==> src/rtl/axi_rd_pkg.sv <==
// Shared types and default widths for the AXI read-channel memory responder.
// Request records carry everything needed to replay a burst from the queue head.
package axi_rd_pkg;

  localparam int unsigned AddrBits      = 64;
  localparam int unsigned BurstLenWidth = 8;
  localparam int unsigned TidWidth      = 8;
  localparam int unsigned DataBits      = 64;
  localparam int unsigned LogQueueSize  = 2;
  localparam int unsigned LatencyWidth  = 8;
  localparam int unsigned BeatBytes     = DataBits / 8;

  typedef enum logic [1:0] {
    IDLE,
    WAIT,
    BURST
  } rsp_state_t;

  typedef struct packed {
    logic [AddrBits-1:0]      addr;
    logic [BurstLenWidth-1:0] len;
    logic [TidWidth-1:0]      id;
  } ar_req_t;

  // Address of beat idx within a burst; wraps silently at the top of the address space.
  function automatic logic [AddrBits-1:0] beat_addr(input logic [AddrBits-1:0]      base,
                                                    input logic [BurstLenWidth-1:0] idx);
    return base + (AddrBits'(idx) << $clog2(BeatBytes));
  endfunction

endpackage

==> src/rtl/ar_req_fifo.sv <==
// In-order queue of accepted read requests; the head stays put until the
// responder has streamed every beat of that burst.
module ar_req_fifo
  import axi_rd_pkg::*;
#(
  parameter int unsigned LogDepth = LogQueueSize
) (
  input  logic            clk,
  input  logic            reset,
  input  logic            push,
  input  ar_req_t         push_req,
  input  logic            pop,
  output ar_req_t         head,
  output logic            full,
  output logic            empty,
  output logic [LogDepth:0] count
);

  localparam int unsigned Depth = 2 ** LogDepth;

  ar_req_t             mem [Depth];
  logic [LogDepth:0]   wr_ptr_q;
  logic [LogDepth:0]   rd_ptr_q;
  logic                do_push;
  logic                do_pop;

  // Extra pointer MSB distinguishes a full queue from an empty one.
  assign empty = (wr_ptr_q == rd_ptr_q);
  assign full  = (wr_ptr_q[LogDepth] != rd_ptr_q[LogDepth]) &&
                 (wr_ptr_q[LogDepth-1:0] == rd_ptr_q[LogDepth-1:0]);
  assign count = wr_ptr_q - rd_ptr_q;
  assign head  = mem[rd_ptr_q[LogDepth-1:0]];

  assign do_push = push && !full;
  assign do_pop  = pop && !empty;

  always_ff @(posedge clk) begin
    if (reset) begin
      wr_ptr_q <= '0;
      rd_ptr_q <= '0;
    end else begin
      if (do_push) wr_ptr_q <= wr_ptr_q + (LogDepth + 1)'(1);
      if (do_pop)  rd_ptr_q <= rd_ptr_q + (LogDepth + 1)'(1);
    end
  end

  always_ff @(posedge clk) begin
    if (do_push) mem[wr_ptr_q[LogDepth-1:0]] <= push_req;
  end

endmodule

==> src/rtl/axi_rd_mem_responder.sv <==
// AXI4 read responder: queues AR requests and replays each as len+1 R beats
// whose data is the beat address, after a programmable start-up latency.
module axi_rd_mem_responder
  import axi_rd_pkg::*;
#(
  parameter int unsigned ADDR_BITS       = AddrBits,
  parameter int unsigned BURST_LEN_WIDTH = BurstLenWidth,
  parameter int unsigned TID_WIDTH       = TidWidth,
  parameter int unsigned DATA_BITS       = DataBits,
  parameter int unsigned LOG_QUEUE_SIZE  = LogQueueSize,
  parameter int unsigned LATENCY_WIDTH   = LatencyWidth
) (
  input  logic                       clk,
  input  logic                       reset,
  input  logic                       s_ar_valid,
  output logic                       s_ar_ready,
  input  logic [ADDR_BITS-1:0]       s_ar_addr,
  input  logic [BURST_LEN_WIDTH-1:0] s_ar_len,
  input  logic [TID_WIDTH-1:0]       s_ar_id,
  output logic                       s_r_valid,
  input  logic                       s_r_ready,
  output logic [DATA_BITS-1:0]       s_r_data,
  output logic [TID_WIDTH-1:0]       s_r_id,
  output logic                       s_r_last,
  input  logic [LATENCY_WIDTH-1:0]   rdLatency,
  output logic [LOG_QUEUE_SIZE:0]    pendingCnt
);

  ar_req_t                    push_req;
  ar_req_t                    head;
  logic                       push;
  logic                       pop;
  logic                       full;
  logic                       empty;
  logic [LOG_QUEUE_SIZE:0]    count;

  rsp_state_t                 state_q;
  logic [LATENCY_WIDTH-1:0]   lat_cnt_q;
  logic [BURST_LEN_WIDTH-1:0] beat_cnt_q;
  logic [BURST_LEN_WIDTH-1:0] load_cnt;
  logic                       r_valid_q;
  logic                       r_last_q;
  logic [DATA_BITS-1:0]       r_data_q;
  logic [TID_WIDTH-1:0]       r_id_q;

  assign s_ar_ready = !full;
  assign push       = s_ar_valid && !full;

  assign push_req.addr = s_ar_addr;
  assign push_req.len  = s_ar_len;
  assign push_req.id   = s_ar_id;

  ar_req_fifo #(
    .LogDepth (LOG_QUEUE_SIZE)
  ) u_fifo (
    .clk      (clk),
    .reset    (reset),
    .push     (push),
    .push_req (push_req),
    .pop      (pop),
    .head     (head),
    .full     (full),
    .empty    (empty),
    .count    (count)
  );

  // Head leaves the queue only once its final beat is handed off.
  assign pop = (state_q == BURST) && r_valid_q && s_r_ready && r_last_q;

  // Beat to load into the output register: the first beat on BURST entry,
  // otherwise the successor of the beat just accepted.
  assign load_cnt = r_valid_q ? beat_cnt_q + BURST_LEN_WIDTH'(1) : beat_cnt_q;

  always_ff @(posedge clk) begin
    if (reset) begin
      state_q    <= IDLE;
      lat_cnt_q  <= '0;
      beat_cnt_q <= '0;
      r_valid_q  <= 1'b0;
      r_last_q   <= 1'b0;
      r_data_q   <= '0;
      r_id_q     <= '0;
    end else begin
      unique case (state_q)
        IDLE: begin
          if (!empty) begin
            lat_cnt_q  <= rdLatency;
            beat_cnt_q <= '0;
            state_q    <= (rdLatency != '0) ? WAIT : BURST;
          end
        end
        WAIT: begin
          lat_cnt_q <= lat_cnt_q - LATENCY_WIDTH'(1);
          if (lat_cnt_q == LATENCY_WIDTH'(1)) state_q <= BURST;
        end
        BURST: begin
          if (r_valid_q && s_r_ready && r_last_q) begin
            r_valid_q <= 1'b0;
            r_last_q  <= 1'b0;
            state_q   <= IDLE;
          end else if (!r_valid_q || s_r_ready) begin
            // Outputs change only when nothing is presented or the beat was taken.
            beat_cnt_q <= load_cnt;
            r_valid_q  <= 1'b1;
            r_data_q   <= DATA_BITS'(beat_addr(head.addr, load_cnt));
            r_id_q     <= head.id;
            r_last_q   <= (load_cnt == head.len);
          end
        end
        default: state_q <= IDLE;
      endcase
    end
  end

  assign s_r_valid  = r_valid_q;
  assign s_r_data   = r_data_q;
  assign s_r_id     = r_id_q;
  assign s_r_last   = r_last_q;
  assign pendingCnt = count;

endmodule

==> config.mk <==
export PLATFORM = sky130hd
export DESIGN_NAME = axi_rd_mem_responder
export DESIGN_NICKNAME = d
export VERILOG_FILES = /design/src/rtl/axi_rd_pkg.sv /design/src/rtl/ar_req_fifo.sv /design/src/rtl/axi_rd_mem_responder.sv
export SDC_FILE = /design/constraint.sdc
export NUM_CORES = 1
export LEC_CHECK = 0
export CORE_ASPECT_RATIO = 0.75
export CORE_MARGIN = 10
export CORE_UTILIZATION = 30
export DETAILED_ROUTE_END_ITERATION = 16
export GPL_TIMING_DRIVEN = 1
export MAX_ROUTING_LAYER = met4
export PLACE_DENSITY = 0.56
export SETUP_SLACK_MARGIN = 0.5
export SLEW_MARGIN = 15
export SYNTH_ARGS = -nofsm -noshare
export SYNTH_HDL_FRONTEND = slang
export SYNTH_HIERARCHICAL = 1
export SYNTH_SLANG_ARGS = --single-unit
==> constraint.sdc <==
create_clock -name clk -period 8.56 [get_ports clk]
set_input_delay 1.284 -clock clk [delete_from_list [all_inputs] [get_ports clk]]
set_output_delay 1.284 -clock clk [all_outputs]
set_load 0.05 [all_outputs]
==> run summary, run 1 <==
Max stage delay on crit path: 740 ps
P&R area growth vs syn: 23.6%
setup bufs post-CTS: 0
vias in the first global route: 10400
placed cells: 2045
status: completed
final cell count without fillers: 2135
total gr overflow: 0
first-pass GRT wire length: 68300 um
IO buf count: 169
CP Capture Type: flop
final period demand of the worst path: 4750 ps
worst path arrival time: 5260 ps
WP buf/inv: 2
initial antenna violation count: 4
post-layout util: 0.373
Final WS setup: 3810 ps
Syn Nets: 1256
die height: 228 um
Critical Path RT: 9060 ps
Hold WC Path Type: flop to flop
Async SR Flop Fraction: 0
pwr dens: 279 nW/um^2
# hold bufs at CTS: 0
Clock transition at path regs: 60 ps
largest net degree at the start of global routing: 87
initial DRC count: 684
HPWL after DPL: 29900 um
CTS Buf Count: 46
Die W: 297 um
CTS tree: built
clk root buf: clkbuf_16
fmax: 0.210 GHz
worst path cell trace: buf_4, buf_4, mux4_2, nand4_1, nor2_1, nand4_2, nor4_1, xnor2_1, a211oi_1
Final TNS setup: 0 ps
ANT nets after route: 0
clock sinks: 420
post-synthesis sequential area ratio: 0.671
WL/cell: 21.3 um
Post-Syn Instances: 1144
total track usage: 0.135
Max VDD drop: 0.145 mV
H-tree lvl count: 2
final worst path period share: 0.555
Mapped Area: 17300 um^2
yosys warns: 6
row cnt: 76
die area: 67700 um^2
WL final: 45500 um
via count: 10400
CP max FO: 37
Critical Path Slowest Stage Cell: buf_4
final setup fails: 0
Post-synth EDFFs: 320
Bufs on Longest Clock Path: 3
worst slew pin tran: 964 ps
delay-heaviest family, CP: simple AND/OR/NAND/NOR gates
Mean Syn Cell Area: 15.1 um^2
max_cap viols: 0
Leak: 6.62 nW
Core Box Area: 57200 um^2
Total Nets Final: 1425
dominant synthesized flop cell: edfxtp_1
post-CTS resize count: 0
Setup WS pre-CTS: 3640 ps
DRC errors left: 0
drt pass-1 iters: 5
Fin. Hold Viols: 0
skew final: 26.6 ps
count of pins over their slew limit: 0
I/O pin cnt: 170
Setup crit start kind: flop
GPL Wtd Cong: 0.768
count of different cell masters after synthesis: 62
vias per cell: 4.87
initial core utilization: 0.302
Worst slew margin: 0.356
ratio of cells with drive above 1 in the final layout: 0.133
synthesized flop and latch total: 420
RSZ-0062 raised after global routing: no
Clock Latency Late Sink: 590 ps
Crit Path Category: flop to flop
most used cell, CP: buf_4
==> cells by family (layout without fill, tap and decap cells) <==
logic type / Yosys count / in the layout / synth area share
DFF: 420 / 420 / 0.671
and+or+nand+nor: 311 / 311 / 0.0917
AOI/OAI and AO/OA: 154 / 154 / 0.0588
buffers and inverters: 84 / 291 / 0.0195
muxes: 82 / 82 / 0.105
xor gates and xnor gates: 73 / 73 / 0.0378
adders and majority gates: 20 / 20 / 0.0153
other: 0 / 4 / 0
==> per-stage QoR <==
stage	area (um^2)	hold slack, ps	power [W]
after global placement	19800	439	0.00402
after detailed placement	19800	442	0.00404
after CTS	21400	451	0.00604
after floorplan	17300	471	0.00354
after global routing	21400	478	0.00625
final	21400	450	0.00596
==> state kept, by name, summed over array words and instances (netlist names), named ones only <==
signal	cells
beat_cnt_q	8
lat_cnt_q	8
s_r_last	1
s_r_id	8
state_q	2
s_r_data	64
u_fifo/mem	320
u_fifo/rd_ptr_q	3
u_fifo/wr_ptr_q	3
s_r_valid	1
==> layout by cell type (no fill, tap or decap), drive strengths merged, types with 19 or more instances in the layout <==
| master | synthesis | layout |
|---|---|---|
| mux4 | 80 | 80 |
| inv | 24 | 30 |
| nand3 | 21 | 21 |
| a21oi | 44 | 44 |
| nand4 | 19 | 19 |
| xnor2 | 60 | 60 |
| clkdlybuf4s50 | 0 | 168 |
| nor3 | 23 | 23 |
| nor2 | 84 | 84 |
| dfxtp | 100 | 100 |
| nor4 | 22 | 22 |
| a211oi | 49 | 49 |
| clkbuf | 44 | 64 |
| nand2 | 79 | 79 |
| edfxtp | 320 | 320 |
| o21ai | 23 | 23 |
==> cells in the mapped netlist (4+ instances only) <==
library cell	number	area, um^2
a21o_1	4	30.0
dfxtp_1	100	2000
or3_1	7	43.8
mux4_2	80	1800
nor3_1	23	115
nor2_1	84	315
nor2b_1	7	43.8
nor3b_1	6	45.0
ha_1	18	225
inv_1	24	90.1
nand2_1	79	297
buf_2	11	55.1
a21oi_1	44	220
nand2b_1	5	31.3
a211oi_1	49	368
edfxtp_1	320	9610
nand3_1	21	105
nor4_1	19	119
nor4b_1	7	61.3
a311oi_1	4	35.0
clkbuf_1	44	165
o21ai_0	21	105
and3_1	5	31.3
nand4_1	18	113
and2_1	7	43.8
xnor2_1	60	526
or4_1	5	37.5
xor2_1	12	105
==> worst reg2reg max path: stages (launching register included) <==
cell and delay (ps):
dfxtp_4 660, buf_4 570, buf_4 760, mux4_2 460, nand4_1 160, nor2_1 510, nand4_2 660, nor4_1 520
xnor2_1 140, a211oi_1 230
==> final timing paths <==
check / startpoint / to / slack, ps / cells past startpoint
setup / recovery: flop / s_r_data[55] / 3810 / 9
hold / removal: s_r_data[60] / s_r_data[60] / 450 / 2
setup reg to reg: flop / s_r_data[55] / 3810 / 9
hold reg to reg: s_r_data[60] / s_r_data[60] / 450 / 2
==> power by group <==
group          internal [W]  switching, W
registers           0.00252      0.000139
logic              0.000449      0.000878
clock network       0.00115      0.000827
total               0.00412       0.00184
==> per-layer routing <==
metal / GRT usage / wire [um] / vias to the layer above
met5: - / 0 / -
met4: 0.0270 / 749 / 0
met3: 0.0379 / 3240 / 56
met2: 0.201 / 20500 / 268
met1: 0.184 / 21000 / 5274
li1: - / - / 4802
==> cell type report <==
cell class / count / area (um^2)
Timing Repair Buffer: 181 / 1780
Clock buffer: 64 / 1320
Antenna cell: 4 / 10.0
Tap cell: 780 / 976
Inverter: 24 / 90.1
Clock inverter: 22 / 190
Fill cell: 5480 / 35900
Sequential cell: 420 / 11600
Multi-Input combinational cell: 640 / 5380
Note: power is estimated with default switching activity, not from simulation.
==> inputs of run 2 (changes only) <==
==> constraint.sdc (replaced) <==
create_clock -name clk -period 4.52 [get_ports clk]
set_input_delay 0.678 -clock clk [delete_from_list [all_inputs] [get_ports clk]]
set_output_delay 0.678 -clock clk [all_outputs]
set_load 0.05 [all_outputs]
==> run summary, run 2 (synthesized netlist as in run 1, its figures left out) <==
status: completed
die height: 228 um (unchanged)
clock sinks: 420 (unchanged)
FF-to-FF path depth: 11 (+2)
Hold Path Depth: 2 (unchanged)
max_cap viols: 0 (unchanged)
total gr overflow: 0 (unchanged)
CTS tree: built
skew final: 19.3 ps (-7.35 ps)
final cell count without fillers: 2141 (+0.28%)
Bufs on Longest Clock Path: 3 (unchanged)
Core Box Area: 57200 um^2 (unchanged)
P&R area growth vs syn: 24.8%
flop2flop setup slack: 910 ps (-2900 ps)
# hold bufs at CTS: 0 (unchanged)
worst setup path endpoint: s_r_data[24]
Final WS setup: 910 ps (-2900 ps)
Setup WS pre-CTS: 613 ps (-3020 ps)
Die W: 297 um (unchanged)
Total Nets Final: 1437 (+0.84%)
fmax: 0.277 GHz (+32%)
Clock Latency Late Sink: 570 ps (-20 ps)
WL final: 45500 um (about the same)
HPWL after DPL: 30300 um (+1.5%)
count of pins over their slew limit: 0 (unchanged)
die area: 67700 um^2 (unchanged)
drt pass-1 iters: 4 (-1)
placed cells: 2058 (+0.64%)
Fin. Hold Viols: 0 (unchanged)
most common cell after layout, fill and taps aside: edfxtp_1
Leak: 6.72 nW (+1.5%)
Crit Path Category: flop to flop
total track usage: 0.135 (about the same)
max reg flops: 320 (unchanged)
largest net degree at the start of global routing: 81 (-6.9%)
I/O pin cnt: 170 (unchanged)
origin of the critical flop-to-flop path: s_r_valid
worst path arrival time: 4040 ps (-1220 ps)
Critical Path RT: 4950 ps (-4110 ps)
H-tree lvl count: 2 (unchanged)
clk root buf: clkbuf_16
IO buf count: 169 (unchanged)
vias in the first global route: 10400 (+0.36%)
pwr dens: 529 nW/um^2 (+89%)
row cnt: 76 (unchanged)
first-pass GRT wire length: 68200 um (about the same)
WL/cell: 21.3 um (-0.23%)
initial antenna violation count: 1 (-3)
Final TNS setup: 0 ps (unchanged)
DRC errors left: 0 (unchanged)
final worst path period share: 0.799 (+0.243)
Setup crit start kind: flop
Max VDD drop: 0.353 mV (+140%)
worst slew pin tran: 758 ps (-206 ps)
CP Capture Type: flop
initial core utilization: 0.302 (unchanged)
initial DRC count: 657 (-3.9%)
ANT nets after route: 0 (unchanged)
vias per cell: 4.87 (about the same)
GPL Wtd Cong: 0.805 (+4.8%)
CTS Buf Count: 44 (-4.3%)
Hold WC Path Type: flop to flop
Worst slew margin: 0.493 (+0.137)
RSZ-0062 raised after global routing: no
via count: 10400 (+0.21%)
worst setup path start: s_r_valid
commonest cells after routing, fill and taps aside: edfxtp_1, clkdlybuf4s50_1, dfxtp_1
CP max FO: 11 (-70%)
final setup fails: 0 (unchanged)
final period demand of the worst path: 3610 ps (-1140 ps)
ratio of cells with drive above 1 in the final layout: 0.144 (+0.0109)
reg2reg end: s_r_data[24]
Clock transition at path regs: 60 ps (about the same)
## run 2: changes by cell type in the layout (fill, tap and decap cells not counted), sizes merged
cell      change
clkbuf        -9
buf          +14
inv           -4
clkinvlp      +2
bufinv        +6
diode         -3
## run 2: what timing repair did
item / 4_1_cts / 5_1_grt
hold endpoints to repair: 0 / 0
setup endpoints to repair: 0 / 17
resized for setup: 0 / 1
setup buffers: 0 / 1
## run 2: how the worst min path moves through the flow
stage | start | endpoint | slack, ps
2_1_floorplan | lat_cnt_q[4] | lat_cnt_q[4] | 470
3_3_place_gp | s_r_data[8] | s_r_data[8] | 440
3_5_place_dp | s_r_data[1] | s_r_data[1] | 450
4_1_cts | s_r_data[1] | s_r_data[1] | 450
5_1_grt | s_r_data[1] | s_r_data[1] | 470
6_report | s_r_data[9] | s_r_data[9] | 450
## run 2: worst max-delay path: stages (launching register included)
cell	delay (ps)
dfxtp_1	560
nand4_1	370
nor3_2	360
xor2_1	210
ha_1	320
a21oi_1	220
o211ai_1	120
buf_4	180
o21ai_2	530
nor3_1	150
xnor2_1	340
o21ai_0	120
## run 2: layout make-up
| class | instances | area (um^2) |
|---|---|---|
| multi-input cells | 640 | 5380 |
| well taps | 780 | 976 |
| repair buffers | 195 | 1970 |
| inverters | 24 | 90.1 |
| clock buffers | 55 | 1170 |
| fillers | 5454 | 35700 |
| flip-flops and latches | 420 | 11600 |
| diodes | 1 | 2.50 |
| clock inverters | 26 | 364 |
## run 2: power by group
| part | internal (W) | switching, W |
|---|---|---|
| sequential | 0.00477 | 0.000272 |
| combinational | 0.000880 | 0.00167 |
| clock | 0.00231 | 0.00151 |
## run 2: layer usage
metal | up-vias | share of wire | global-route usage
met5 | - | 0 | -
met4 | 0 | 0.014 | 0.0301
met3 | 47 | 0.049 | 0.0275
met2 | 243 | 0.45 | 0.199
met1 | 5312 | 0.49 | 0.191
li1 | 4820 | - | -
## run 2: metrics by stage
stage                util  hold WS, ps  instance area (um^2)  total power [W]
finish              0.377          451                 21600           0.0114
global route        0.377          467                 21600           0.0119
CTS                 0.377          455                 21600           0.0116
detailed placement  0.350          446                 20000          0.00770
global placement    0.350          443                 20000          0.00767
floorplan               -          471                 17300          0.00669
